<file path="src/rtl/alu_pkg.sv">
// Shared ALU control-code definitions used by the control decoder and alu_seq.
package alu_pkg;

  localparam int unsigned ALU_DATA_W = 32;
  localparam int unsigned MUL_ITERS  = 32;
  localparam int unsigned MUL_CNT_W  = 5;

  localparam logic [3:0] ALU_AND  = 4'b0000;
  localparam logic [3:0] ALU_OR   = 4'b0001;
  localparam logic [3:0] ALU_ADD  = 4'b0010;
  localparam logic [3:0] ALU_MUL  = 4'b0011;
  localparam logic [3:0] ALU_SUB  = 4'b0110;
  localparam logic [3:0] ALU_SLT  = 4'b0111;
  localparam logic [3:0] ALU_SLTU = 4'b1111;
  localparam logic [3:0] ALU_SLL  = 4'b1000;
  localparam logic [3:0] ALU_SLLV = 4'b1001;
  localparam logic [3:0] ALU_LUI  = 4'b1010;
  localparam logic [3:0] ALU_BNE  = 4'b1011;

  // True for every code the execution unit implements.
  function automatic logic alu_code_legal(input logic [3:0] code);
    logic legal;
    case (code)
      ALU_AND, ALU_OR, ALU_ADD, ALU_MUL, ALU_SUB, ALU_SLT,
      ALU_SLTU, ALU_SLL, ALU_SLLV, ALU_LUI, ALU_BNE: legal = 1'b1;
      default:                                       legal = 1'b0;
    endcase
    return legal;
  endfunction

endpackage

</file>
<file path="src/rtl/alu_mul_iter.sv">
// Iterative shift-add multiplier datapath: one partial product per step.
module alu_mul_iter
  import alu_pkg::*;
#(
  parameter int unsigned DATA_W = ALU_DATA_W,
  parameter int unsigned CNT_W  = MUL_CNT_W
) (
  input  logic              clk_i,
  input  logic              rst_i,
  input  logic              go,
  input  logic              step,
  input  logic [DATA_W-1:0] a,
  input  logic [DATA_W-1:0] b,
  output logic              last,
  output logic [DATA_W-1:0] product
);

  logic [DATA_W-1:0] acc;
  logic [DATA_W-1:0] mplier_sh;
  logic [DATA_W-1:0] mcand_sh;
  logic [CNT_W-1:0]  cnt;

  // Accumulator value after the current step; on the last step this is the product.
  assign product = mcand_sh[0] ? (acc + mplier_sh) : acc;
  assign last    = step && (cnt == CNT_W'(MUL_ITERS - 1));

  // Load operands on go, then add/shift/count once per step.
  always_ff @(posedge clk_i) begin
    if (rst_i) begin
      acc       <= '0;
      mplier_sh <= '0;
      mcand_sh  <= '0;
      cnt       <= '0;
    end else if (go) begin
      acc       <= '0;
      mplier_sh <= a;
      mcand_sh  <= b;
      cnt       <= '0;
    end else if (step) begin
      acc       <= product;
      mplier_sh <= mplier_sh << 1;
      mcand_sh  <= mcand_sh >> 1;
      cnt       <= cnt + CNT_W'(1);
    end
  end

endmodule

</file>
<file path="src/rtl/alu_seq.sv">
// EX-stage execution unit: registered single-cycle ops plus an iterative multiply.
module alu_seq
  import alu_pkg::*;
#(
  parameter int unsigned DATA_W = ALU_DATA_W
) (
  input  logic              clk_i,
  input  logic              rst_i,
  input  logic              start_i,
  input  logic [3:0]        ctrl_i,
  input  logic [DATA_W-1:0] src1_i,
  input  logic [DATA_W-1:0] src2_i,
  input  logic [4:0]        shamt_i,
  output logic              busy_o,
  output logic              done_o,
  output logic [DATA_W-1:0] result_o,
  output logic              zero_o,
  output logic              illegal_o
);

  localparam logic [0:0] ST_IDLE = 1'b0;
  localparam logic [0:0] ST_MUL  = 1'b1;

  logic [0:0]        state;
  logic [DATA_W-1:0] op_res;
  logic              op_zero;
  logic              op_illegal;
  logic              mul_go;
  logic              mul_step;
  logic              mul_last;
  logic [DATA_W-1:0] mul_product;

  assign busy_o   = (state == ST_MUL);
  assign mul_go   = (state == ST_IDLE) && start_i && (ctrl_i == ALU_MUL);
  assign mul_step = (state == ST_MUL);

  alu_mul_iter #(
    .DATA_W (DATA_W),
    .CNT_W  (MUL_CNT_W)
  ) u_mul (
    .clk_i   (clk_i),
    .rst_i   (rst_i),
    .go      (mul_go),
    .step    (mul_step),
    .a       (src1_i),
    .b       (src2_i),
    .last    (mul_last),
    .product (mul_product)
  );

  // Single-cycle result and branch flag for the code presented at issue.
  always_comb begin
    op_res     = '0;
    op_illegal = !alu_code_legal(ctrl_i);
    case (ctrl_i)
      ALU_AND:          op_res = src1_i & src2_i;
      ALU_OR:           op_res = src1_i | src2_i;
      ALU_ADD:          op_res = src1_i + src2_i;
      ALU_SUB, ALU_BNE: op_res = src1_i - src2_i;
      ALU_SLT:          op_res = {{(DATA_W-1){1'b0}}, ($signed(src1_i) < $signed(src2_i))};
      ALU_SLTU:         op_res = {{(DATA_W-1){1'b0}}, (src1_i < src2_i)};
      ALU_SLL:          op_res = src2_i << shamt_i;
      ALU_SLLV:         op_res = src2_i << src1_i[4:0];
      ALU_LUI:          op_res = src2_i << 16;
      default:          op_res = '0;
    endcase
    // bne inverts the flag so downstream always reads it as "take branch".
    op_zero = (ctrl_i == ALU_BNE) ? (op_res != '0) : (op_res == '0);
  end

  // Issue/complete control and the registered outputs.
  always_ff @(posedge clk_i) begin
    if (rst_i) begin
      state     <= ST_IDLE;
      done_o    <= 1'b0;
      illegal_o <= 1'b0;
      result_o  <= '0;
      zero_o    <= 1'b0;
    end else begin
      done_o    <= 1'b0;
      illegal_o <= 1'b0;
      case (state)
        ST_IDLE: begin
          if (start_i) begin
            if (ctrl_i == ALU_MUL) begin
              state <= ST_MUL;
            end else begin
              result_o  <= op_res;
              zero_o    <= op_zero;
              illegal_o <= op_illegal;
              done_o    <= 1'b1;
            end
          end
        end
        ST_MUL: begin
          if (mul_last) begin
            result_o <= mul_product;
            zero_o   <= (mul_product == '0);
            done_o   <= 1'b1;
            state    <= ST_IDLE;
          end
        end
        default: state <= ST_IDLE;
      endcase
    end
  end

endmodule

</file>
<file path="config.mk">
export PLATFORM = sky130hd
export DESIGN_NAME = alu_seq
export DESIGN_NICKNAME = d
export VERILOG_FILES = /design/src/rtl/alu_pkg.sv /design/src/rtl/alu_mul_iter.sv /design/src/rtl/alu_seq.sv
export SDC_FILE = /design/constraint.sdc
export NUM_CORES = 1
export LEC_CHECK = 0
export ABC_AREA = 0
export CORE_MARGIN = 4
export CORE_UTILIZATION = 35
export CTS_CLUSTER_SIZE = 14
export DETAILED_ROUTE_END_ITERATION = 10
export HOLD_SLACK_MARGIN = 0.05
export PLACE_DENSITY = 0.63
export SYNTH_ARGS = -nofsm -noshare
export SYNTH_HDL_FRONTEND = slang
export SYNTH_HIERARCHICAL = 1
export SYNTH_SLANG_ARGS = --single-unit
</file>
<file path="constraint.sdc">
create_clock -name clk_i -period 6.3 [get_ports clk_i]
set_clock_uncertainty 0.2 [all_clocks]
set_input_delay 1.575 -clock clk_i [delete_from_list [all_inputs] [get_ports clk_i]]
set_output_delay 1.575 -clock clk_i [all_outputs]
set_load 0.01 [all_outputs]
</file>
==> results_dict.tcl <==
set metrics [dict create \
    finalWeightedCongestion 1.06 \
    syn2layout_area_growth_pct 29.7 \
    fin_crit_ns 6.12 \
    antenna_found_initial 1 \
    gr-total-overflow 0 \
    seq_area_um2 2750 \
    power_density_nw_per_um2 163 \
    die_w_um 220 \
    ctsHtreeMaxLevel 4 \
    drc_errors 0 \
    synth-simple-area-share_pct 22.1 \
    num_rows 77 \
    clkTransAtPathRegs_ns 0.07 \
    cts.path.max_buffers 2 \
    fin_crit_sh_pct 97.1 \
    die_y_um 220 \
    crit_type "in2reg" \
    synth-seq-cells 137 \
    finalSetupViolations 0 \
    fill_cells 4596 \
    cts.sinks 137 \
    core-area_um2 44400 \
    root_buffer "clkbuf_16" \
    synth_cell_types 96 \
    yosysSeqAreaShare_pct 17.4 \
    critPathLaunchType "primary input" \
    synth.area.top_cells "dfxtp_1 (17%), ha_1 (11%), mux2i_1 (11%)" \
    dr_total_vias 18700 \
    yosys_warnings 6 \
    muxShareOfSynthArea_pct 12.5 \
    yosysTopAreaCellShare_pct 17.4 \
    synth-adder-area-share_pct 11.6 \
    cp.arrival_ns 6.22 \
    rsz0062_at_grt "no" \
    synth_compound_area_share_pct 27.6 \
    drt_wl_total_um 76400 \
    final_cell_count_no_fill 3148 \
    post_drt_wl_per_cell_um 24.3 \
    slew_headroom_pct 35.9 \
    ant_nets 0 \
    grt_pass1_wl_um 113000 \
    synth-xor-area-share_pct 1.89 \
    cp-end-kind "register" \
    crit_fanout 4 \
    synth.largest_area_cell "dfxtp_1" \
    ioPinCount 112 \
    cap_violations 0 \
    pre_cts_ws_ns -0.292 \
    worst_pin_slew_ns 0.960 \
    multiInputGateArea_um2 12000 \
    power_leakage_nw 9.09 \
    synth_nets 2421 \
    cp.required_ns 6.41 \
    synth.avg_cell_area_um2 7.16 \
    grt_max_degree 83 \
    dr.first_iter.drc_count 1978 \
    nets 2763 \
    avgViaCountPerCell 5.93 \
    placedCellCount 3116 \
    stdcell_area_um2 20500 \
    cts-buffers-inserted 17 \
    cts_setup_buffers 0 \
    syn_area_um2 15800 \
    outcome "finished clean" \
    vdd_drop_max_uv 218 \
    initial_core_util_pct 35.5 \
    setup_ws_ns 0.183 \
    portBuffers 111 \
    hold_class "reg2reg" \
    finalMaxSlewViolations 0 \
    synth_top_family_by_area "compound AO/OA/AOI/OAI gates" \
    first_pass_iters 8 \
    setup_tns_ns 0 \
    syn-instance-count 2201 \
    fmax_mhz 163 \
    ys.flop_type "dfxtp_1" \
    hold_viol_final 0 \
    die_area_um2 48500 \
    grt_usage_pct 30.7 \
    cts_tree "built" \
    ys_async_sr_fraction_pct 0 \
    grt_pass1_vias 17900 \
    layout-drive-gt1-share_pct 18.2 \
    antenna_cells 0 \
    synth_edf_count 0 \
    post-dp-hpwl_um 61900 \
    post_dp_cell_area_um2 19800 \
    worstSkewPairLatency_ns 0.47 \
]
## cells in the final DEF, fill, tap and decap left out, types with 16 or more instances in the layout
cell type	instances
a211oi_1	21
nand3_1	37
nor3_1	40
nor4_1	19
nor2b_1	22
and3_1	21
a21oi_1	233
a221oi_1	23
inv_1	135
o21ai_0	89
o22ai_1	25
ha_1	141
o211ai_1	24
nand2_1	203
nand4_1	29
dfxtp_1	136
buf_4	350
clkbuf_16	17
mux2_2	19
or3_1	16
o31ai_1	16
nand2b_1	21
a22oi_1	16
xnor2_1	24
a21o_1	19
mux2i_1	166
clkdlybuf4s50_1	108
nor2_1	297
o221ai_1	17
## critical path: stages
cell,delay [ns]
clkdlybuf4s50_1,0.56
inv_1,0.14
buf_4,0.16
fa_1,0.42
nor2b_1,0.17
o211ai_1,0.27
a21oi_2,0.16
o2111ai_1,0.41
nor2b_1,0.22
mux2i_1,0.20
nand4_1,0.27
nand3b_1,0.35
nor4_1,0.29
buf_4,0.17
nand4_1,0.09
or3_1,0.41
xnor2_2,0.23
o22ai_1,0.13
## layer usage
layer	global-route usage, %	part of all wire, %
met1	40.7	42
met2	49.8	45
met3	6.15	8.5
met4	10.7	3.8
met5	0	0.010
## final timing paths
kind	startpoint	end	slack (ns)	cells after the start
worst max-delay path	src2_i[1]	zero_o	0.18	18
worst min-delay path	result_o[0]	result_o[0]	0.25	2
worst max register to register	u_mul/mplier_sh[0]	zero_o	1.73	17
worst min register to register	result_o[0]	result_o[0]	0.25	2
## power by group
group          switching [mW]  total [mW]  internal, mW  leakage (nW)
Sequential             0.0161       0.905         0.889          1.11
Clock                   0.495        1.11         0.614         0.308
Combinational           0.770        1.32         0.550          7.68
## flip-flops by register name, indices dropped and copies added, names as in the netlist
register and count:
u_mul/mcand_sh 32, zero_o 1, u_mul/cnt 5, u_mul/mplier_sh 32, result_o 32, busy_o 1
done_o 1, illegal_o 1, u_mul/acc 32
## through the flow
stage	hold slack (ns)	utilization, %	power [mW]
floorplan	0.249	-	1.52
global placement	0.244	44.6	2.20
detailed placement	0.246	44.6	2.20
CTS	0.253	46.0	3.31
global route	0.274	46.1	3.46
finish	0.250	46.1	3.33
## logic make-up after synthesis
group / count (synthesis)
simple gates: 759
fa+ha+maj: 144
buf+inv: 283
xor+xnor: 34
mux: 191
compound gates: 653
flops: 137
## synth_stat cells (9+ instances only)
| cell type | n |
|---|---|
| o211ai_1 | 24 |
| a221oi_1 | 23 |
| nand3_1 | 37 |
| o21ai_0 | 89 |
| and3_1 | 21 |
| xor2_1 | 9 |
| clkbuf_1 | 97 |
| nor4_1 | 19 |
| o21a_1 | 13 |
| o221ai_1 | 17 |
| a221o_1 | 13 |
| mux2i_1 | 167 |
| nand2_1 | 203 |
| or3_1 | 16 |
| o21bai_1 | 14 |
| nor2b_1 | 22 |
| nand2b_1 | 21 |
| nand4_1 | 29 |
| mux2_2 | 19 |
| o31ai_1 | 17 |
| buf_1 | 22 |
| inv_1 | 135 |
| buf_2 | 15 |
| dfxtp_1 | 137 |
| a211oi_1 | 22 |
| xnor2_1 | 25 |
| nor3_1 | 41 |
| a21oi_1 | 234 |
| nor2_1 | 298 |
| o22ai_1 | 25 |
| ha_1 | 141 |
| a22oi_1 | 16 |
| a21o_1 | 19 |
| a31oi_1 | 15 |
## what timing repair did
item                                    4_1_cts  5_1_grt
resized for setup                             0        6
endpoints found under the setup margin        0        1
hold buffers                                  0        0
## final cells by class
cell class	count	area share, %
multi-input combinational	1781	58.7
sequential	137	13.4
timing repair buffer	464	18.6
tap	592	3.62
inverter	142	2.62
clock inverter	14	0.887
clock buffer	18	2.15
(Power assumes the default switching activity.)
